File: src/rtl/axi_addr_mux_arb.sv
// AXI address-channel (AR/AW) master-to-slave multiplexer with a round-robin arbiter,
// a registered copy of the winning beat, and a grant lock held until the response completes.
module axi_addr_mux_arb #(
    parameter int MASTER_CNT = 4,
    parameter int ID_BITS    = 4,
    parameter int ADDR_BITS  = 32,
    parameter int LEN_BITS   = 4,
    parameter int SIZE_BITS  = 3
) (
    input  logic                                        ACLK,
    input  logic                                        ARESETn,
    input  logic [MASTER_CNT-1:0][ID_BITS-1:0]          AID_M,
    input  logic [MASTER_CNT-1:0][ADDR_BITS-1:0]        AADDR_M,
    input  logic [MASTER_CNT-1:0][LEN_BITS-1:0]         ALEN_M,
    input  logic [MASTER_CNT-1:0][SIZE_BITS-1:0]        ASIZE_M,
    input  logic [MASTER_CNT-1:0][1:0]                  ABURST_M,
    input  logic [MASTER_CNT-1:0]                       AVALID_M,
    output logic [MASTER_CNT-1:0]                       AREADY_M,
    output logic [$clog2(MASTER_CNT)+ID_BITS-1:0]       AID_S,
    output logic [ADDR_BITS-1:0]                        AADDR_S,
    output logic [LEN_BITS-1:0]                         ALEN_S,
    output logic [SIZE_BITS-1:0]                        ASIZE_S,
    output logic [1:0]                                  ABURST_S,
    output logic                                        AVALID_S,
    input  logic                                        AREADY_S,
    input  logic                                        resp_done,
    output logic [MASTER_CNT-1:0]                       grant,
    output logic                                        busy
);

    localparam int MIDX_BITS = $clog2(MASTER_CNT);
    localparam logic [MIDX_BITS:0]   CNT_W    = (MIDX_BITS+1)'(MASTER_CNT);
    localparam logic [MIDX_BITS-1:0] LAST_IDX = MIDX_BITS'(MASTER_CNT - 1);

    typedef enum logic [1:0] {
        S_IDLE      = 2'd0,
        S_ADDR      = 2'd1,
        S_WAIT_RESP = 2'd2
    } state_t;

    state_t                          r_state;
    state_t                          w_state_next;
    logic [MIDX_BITS-1:0]            r_rr_ptr;
    logic [MASTER_CNT-1:0]           r_grant;
    logic                            r_avalid_s;
    logic [MIDX_BITS+ID_BITS-1:0]    r_aid_s;
    logic [ADDR_BITS-1:0]            r_aaddr_s;
    logic [LEN_BITS-1:0]             r_alen_s;
    logic [SIZE_BITS-1:0]            r_asize_s;
    logic [1:0]                      r_aburst_s;

    logic [MIDX_BITS:0]              w_sum  [MASTER_CNT];
    logic [MIDX_BITS-1:0]            w_cand [MASTER_CNT];
    logic                            w_found;
    logic [MIDX_BITS-1:0]            w_winner;
    logic [MIDX_BITS-1:0]            w_rr_next;
    logic                            w_capture;
    logic [MASTER_CNT-1:0]           w_aready_m;

    // Candidate gi is the master checked at offset gi from the round-robin pointer.
    generate
        for (genvar gi = 0; gi < MASTER_CNT; gi++) begin : g_cand
            assign w_sum[gi]  = {1'b0, r_rr_ptr} + (MIDX_BITS+1)'(gi);
            assign w_cand[gi] = (w_sum[gi] >= CNT_W) ? MIDX_BITS'(w_sum[gi] - CNT_W)
                                                     : w_sum[gi][MIDX_BITS-1:0];
        end
    endgenerate

    // Scan from the farthest offset down so the nearest requester is written last and wins.
    always_comb begin
        w_found  = 1'b0;
        w_winner = '0;
        for (int k = MASTER_CNT - 1; k >= 0; k--) begin
            if (AVALID_M[w_cand[k]]) begin
                w_found  = 1'b1;
                w_winner = w_cand[k];
            end
        end
    end

    assign w_rr_next = (w_winner == LAST_IDX) ? '0 : w_winner + MIDX_BITS'(1);

    always_comb begin
        w_state_next = r_state;
        w_capture    = 1'b0;
        w_aready_m   = '0;
        case (r_state)
            S_IDLE: begin
                if (w_found) begin
                    w_capture            = 1'b1;
                    w_aready_m[w_winner] = 1'b1;
                    w_state_next         = S_ADDR;
                end
            end
            S_ADDR: begin
                if (AREADY_S) begin
                    w_state_next = S_WAIT_RESP;
                end
            end
            S_WAIT_RESP: begin
                if (resp_done) begin
                    w_state_next = S_IDLE;
                end
            end
            default: w_state_next = S_IDLE;
        endcase
    end

    always_ff @(posedge ACLK) begin
        if (!ARESETn) begin
            r_state <= S_IDLE;
        end else begin
            r_state <= w_state_next;
        end
    end

    always_ff @(posedge ACLK) begin
        if (!ARESETn) begin
            r_rr_ptr   <= '0;
            r_grant    <= '0;
            r_avalid_s <= 1'b0;
            r_aid_s    <= '0;
            r_aaddr_s  <= '0;
            r_alen_s   <= '0;
            r_asize_s  <= '0;
            r_aburst_s <= '0;
        end else if (w_capture) begin
            r_aid_s    <= {w_winner, AID_M[w_winner]};
            r_aaddr_s  <= AADDR_M[w_winner];
            r_alen_s   <= ALEN_M[w_winner];
            r_asize_s  <= ASIZE_M[w_winner];
            r_aburst_s <= ABURST_M[w_winner];
            r_grant    <= MASTER_CNT'(1) << w_winner;
            r_rr_ptr   <= w_rr_next;
            r_avalid_s <= 1'b1;
        end else if (r_state == S_ADDR && AREADY_S) begin
            r_avalid_s <= 1'b0;
        end else if (r_state == S_WAIT_RESP && resp_done) begin
            r_grant    <= '0;
        end
    end

    // Ready is forced low while reset is asserted, whatever state precedes the reset edge.
    assign AREADY_M = w_aready_m & {MASTER_CNT{ARESETn}};
    assign AID_S    = r_aid_s;
    assign AADDR_S  = r_aaddr_s;
    assign ALEN_S   = r_alen_s;
    assign ASIZE_S  = r_asize_s;
    assign ABURST_S = r_aburst_s;
    assign AVALID_S = r_avalid_s;
    assign grant    = r_grant;
    assign busy     = (r_state != S_IDLE);

endmodule

File: config.mk
export PLATFORM = sky130hd
export DESIGN_NAME = axi_addr_mux_arb
export DESIGN_NICKNAME = d
export VERILOG_FILES = /design/src/rtl/axi_addr_mux_arb.sv
export SDC_FILE = /design/constraint.sdc
export NUM_CORES = 1
export LEC_CHECK = 0
export CAP_MARGIN = 20
export CORE_UTILIZATION = 34
export CTS_CLUSTER_DIAMETER = 200
export DETAILED_ROUTE_END_ITERATION = 12
export GPL_TIMING_DRIVEN = 0
export PLACE_DENSITY = 0.82
export SLEW_MARGIN = 0
export SYNTH_ARGS = -nofsm -noshare
export SYNTH_HDL_FRONTEND = slang
export SYNTH_SLANG_ARGS = --single-unit
File: constraint.sdc
create_clock -name ACLK -period 2 [get_ports ACLK]
set_input_delay 0.4 -clock ACLK [delete_from_list [all_inputs] [get_ports ACLK]]
set_output_delay 0.4 -clock ACLK [all_outputs]
set_load 0.02 [all_outputs]
==> results.md <==
- The placeable core region is 10900 sq um.
- After synthesis, the share of flip-flops with an asynchronous set or reset is 0%.
- The post-placement cell count is 823.
- The worst setup path is of the reg -> out kind.
- The total track usage is a little over a quarter.
- The maximum clock skew at final layout is 0.00561 ns.
- The synthesized cell area is just under 4000 sq um.
- Sequential cells were found to cover 29.1% of the synthesized design area.
- The antenna diode count is 0.
- The minimum clock period after layout is 2.20 ns.
- The maximum buffer depth of the clock tree is 2.
- The deepest level of the CTS H-tree is 2.
- The cell row count is 38.
- The maximum fanout along the worst path is 10.
- The via density per instance is 5.76.
- The initial antenna violation count came to 0.
- The post-synthesis instance total is 440.
- The total number of yosys warnings is 0.
- The average detailed-routed wire length per instance is 19.1 microns.
- The headroom to the max-slew limit is 65.7%.
- Measured along the y axis, the die boundary spans 108 microns.
- STA classifies the critical path startpoint as a flop.
- The required time of the worst setup path is 1.60 ns.
- The static leakage is roughly 2.7 nW.
- At the end of routability-driven placement, the weighted congestion stood at ~0.85.
- A synthesized cell averages just under 9 sq um.
- Setup repair after global routing could not meet its margin everywhere.
- For this run, the number of standard cells in the final layout without fillers is ~850.
- Synthesis produced a netlist with a net count of 629.
- The peak clock frequency supported by timing is 454 MHz.
- The flop-to-flop setup slack is 0.06 ns.
- After detailed routing, the total wire length is 16200 microns.
- The fill cell total of the finished layout is 905.
- The power per standard cell area is 710 nW/um^2.
- The layer with the highest usage after global routing is met2.
- The number of distinct library cells after synthesis is 45.
- For met2 alone, demand over resource in global routing was 48.1%.
- The actual slew at the worst max-slew pin is 0.509 ns.
- Across the run, the number of max-cap violations was 0.
- In this run the count of I/O pins placed on the die edge is 245.
- The worst ir drop on vdd is 0.496 mV.
- The via count of the first global-routing pass came to 4872.
- The clock tree root driver cell is sky130_fd_sc_hd__clkbuf_16.
- The final count of pins violating max slew is 0.
- The post-DP HPWL is ~12000 microns.
- The worst min-delay path class is reg -> reg.
- The clock tree from TritonCTS is built.
- The insertion delay of the later-clocked pin in the worst-skew pair is 0.30 ns.
- The final hold violation count is 0.
- After global routing the overflow that remains totals 0.
- Counting the buffers created by CTS gives 5.
- The initial utilization of the core area, before any placement, comes to between 30% and 40%.
- After layout, the worst path uses 110% of the clock period.
- For the worst setup path, the data arrival time is 1.80 ns.
- The maximum single-stage delay on the critical path is 0.37 ns.
- In the global route stage, met1 resource usage came out at between 20% and 30%.
- The most common flop cell mapped by yosys is sky130_fd_sc_hd__dfxtp_1.
- The layout cell share with drive strength beyond 1 is between 15 and 20%.
- The number of antenna-violating nets in the routed design is 0.
- Counting flops and latches in the post-synthesis netlist gives 56.
- The final routed DRC violation total is 0.
- The kind of end point of the critical path is an output pin.
- The number of setup violations in the final report is 4.
- The checks that failed: setup timing.
- Traced cell by cell, the critical path runs through inv_1 > o21a_1 > o22ai_4 > inv_2 > buf_8 > ha_4 > and3_4 > buf_6.
- The area of the die is 11800 sq um.
- The first global-routing pass estimated 23900 microns of wire.
- The detailed-route via count is a little under 5000.
- The number of enable flip-flop cells after synthesis is 0.
- CTS saw 56 sinks.
- The violation count after the first detailed-route iteration is 243.
- In the post-route analysis, the smallest setup slack over all paths is -0.202 ns.
- In the final design database the tool counted 894 nets.
- The die outline width is 108 microns.
- The count of buffers added on input and output ports is 243.
- The slowest stage cell on the critical path is sky130_fd_sc_hd__dfxtp_4.
- The critical path contains buffers and inverters numbering 4 combined.
- From synthesis to final layout, the design area changed by 83.0%.
- Clock-pin slew was measured on the worst setup and hold paths at 0.07 ns.
- In this design, the largest share of critical-path delay is due to buffers and inverters.
- The final hold slack is roughly 0.48 ns.
- The flow ran to the end, but the final reports show violations.
- For this run, global-route usage on met3 was measured as 5.67%.
- Entering global routing, the biggest net connects 18 pins.
- The first detailed-routing pass took 5 iterations.
[Yosys cell counts (2+ instances only)]
cell                       count  share of area, %
sky130_fd_sc_hd__and2_1        2              0.32
sky130_fd_sc_hd__o211ai_1     35               6.8
sky130_fd_sc_hd__buf_4         6               1.2
sky130_fd_sc_hd__nand4_1      44               7.1
sky130_fd_sc_hd__buf_6         5               1.5
sky130_fd_sc_hd__a32oi_1       3              0.68
sky130_fd_sc_hd__a21oi_1       4              0.52
sky130_fd_sc_hd__clkbuf_1     19               1.9
sky130_fd_sc_hd__a211o_1      44                10
sky130_fd_sc_hd__buf_2        20               2.6
sky130_fd_sc_hd__mux2i_1      47                12
sky130_fd_sc_hd__nor2_1        4              0.39
sky130_fd_sc_hd__o21a_1        2              0.39
sky130_fd_sc_hd__nand2_1      54               5.3
sky130_fd_sc_hd__a21boi_0      3              0.58
sky130_fd_sc_hd__nand3_4       2              0.91
sky130_fd_sc_hd__dfxtp_1      56                29
sky130_fd_sc_hd__nor2b_1       6              0.98
sky130_fd_sc_hd__o31ai_1      45               8.8
sky130_fd_sc_hd__o211ai_2      9               2.9
sky130_fd_sc_hd__or2_2         2              0.32
sky130_fd_sc_hd__inv_1         4              0.39
sky130_fd_sc_hd__nor2_2        2              0.32
[power breakdown]
part           switching [mW]  internal [mW]
combinational            1.12           1.21
sequential              0.104           1.29
clock                   0.431          0.845
[flip-flops by register name, indices dropped and copies added (netlist names)]
signal and flops:
AVALID_S 1, r_state 2, ABURST_S 2, AADDR_S 32
grant 4, AID_S 6, ALEN_S 4, r_rr_ptr 2
ASIZE_S 3
[final cells by class]
cell class	instances	area, sq um	share of cell area [%]
Timing Repair Buffer	265	2670	37.8
Multi-Input combinational cell	326	2530	35.9
Sequential cell	56	1130	16.0
Buffer	46	310	4.40
Tap cell	140	175	2.49
Clock buffer	5	125	1.78
Clock inverter	3	90.1	1.28
Inverter	5	21.3	0.302
[stage by stage]
stage | TNS [ns] | area [sq um] | power, mW | setup WS, ns | utilization, %
floorplan | -0.0188 | 3870 | 2.52 | -0.0188 | -
global placement | -26.34 | 6470 | 3.45 | -1.24 | 59.2
detailed placement | -29.15 | 6470 | 3.50 | -1.30 | 59.2
CTS | -0.872 | 6960 | 4.96 | -0.243 | 63.6
global route | -0.830 | 7050 | 5.22 | -0.258 | 64.4
finish | -0.571 | 7050 | 5.00 | -0.202 | 64.4
[cell families (layout without fill, tap and decap cells)]
group                      Yosys count  count (layout)  share of synthesized area [%]
muxes                               47              47                           12.2
buffers and inverters               58             324                           8.58
AOI/OAI and AO/OA                  154             154                           32.7
and+or+nand+nor                    124             124                           17.1
adders and majority gates            1               1                          0.325
DFF                                 56              56                           29.1
[routing by layer]
| metal | vias to the layer above | wire, microns |
|---|---|---|
| met5 | - | 0 |
| met4 | 0 | 412 |
| met3 | 45 | 1310 |
| met2 | 281 | 8190 |
| met1 | 2299 | 6240 |
| li1 | 2250 | - |
[path summary, 6_finish.rpt]
kind | startpoint | depth (start not counted) | to
worst max-delay path | r_rr_ptr[0] | 8 | AREADY_M[3]
worst max register to register | r_rr_ptr[0] | 10 | r_rr_ptr[0]
worst min-delay path | AID_S[5] | 2 | AID_S[5]
worst min register to register | AID_S[5] | 2 | AID_S[5]
[repair_timing]
| item | 4_1_cts | 5_1_grt |
|---|---|---|
| pin swaps | 9 | 7 |
| buffers inserted | 15 | 6 |
| resized for setup | 70 | 41 |
| endpoints found under the setup margin | 51 | 51 |
| gates cloned | 1 | 0 |
| hold buffers | 0 | 0 |
[worst register-to-register path, delay by kind of cell (launching register included)]
kind                     cells  cell delay (ns)
adder cells (fa/ha/maj)      1             0.17
buffers and inverters        5             0.55
AO/OA/AOI/OAI                3             0.64
flip-flops                   1             0.37
AND/OR/NAND/NOR              1             0.15
[cell usage in the layout (no fill, tap or decap), types with 11 or more instances in the layout]
master | Yosys | routed
sky130_fd_sc_hd__dfxtp_1 | 56 | 54
sky130_fd_sc_hd__nand2_1 | 54 | 54
sky130_fd_sc_hd__buf_6 | 5 | 16
sky130_fd_sc_hd__a211o_1 | 44 | 44
sky130_fd_sc_hd__buf_4 | 6 | 18
sky130_fd_sc_hd__clkdlybuf4s50_1 | 0 | 235
sky130_fd_sc_hd__nand4_1 | 44 | 44
sky130_fd_sc_hd__clkbuf_1 | 19 | 11
sky130_fd_sc_hd__o31ai_1 | 45 | 45
sky130_fd_sc_hd__o211ai_1 | 35 | 35
sky130_fd_sc_hd__mux2i_1 | 47 | 44
sky130_fd_sc_hd__buf_2 | 20 | 15
(Power assumes the default switching activity.)
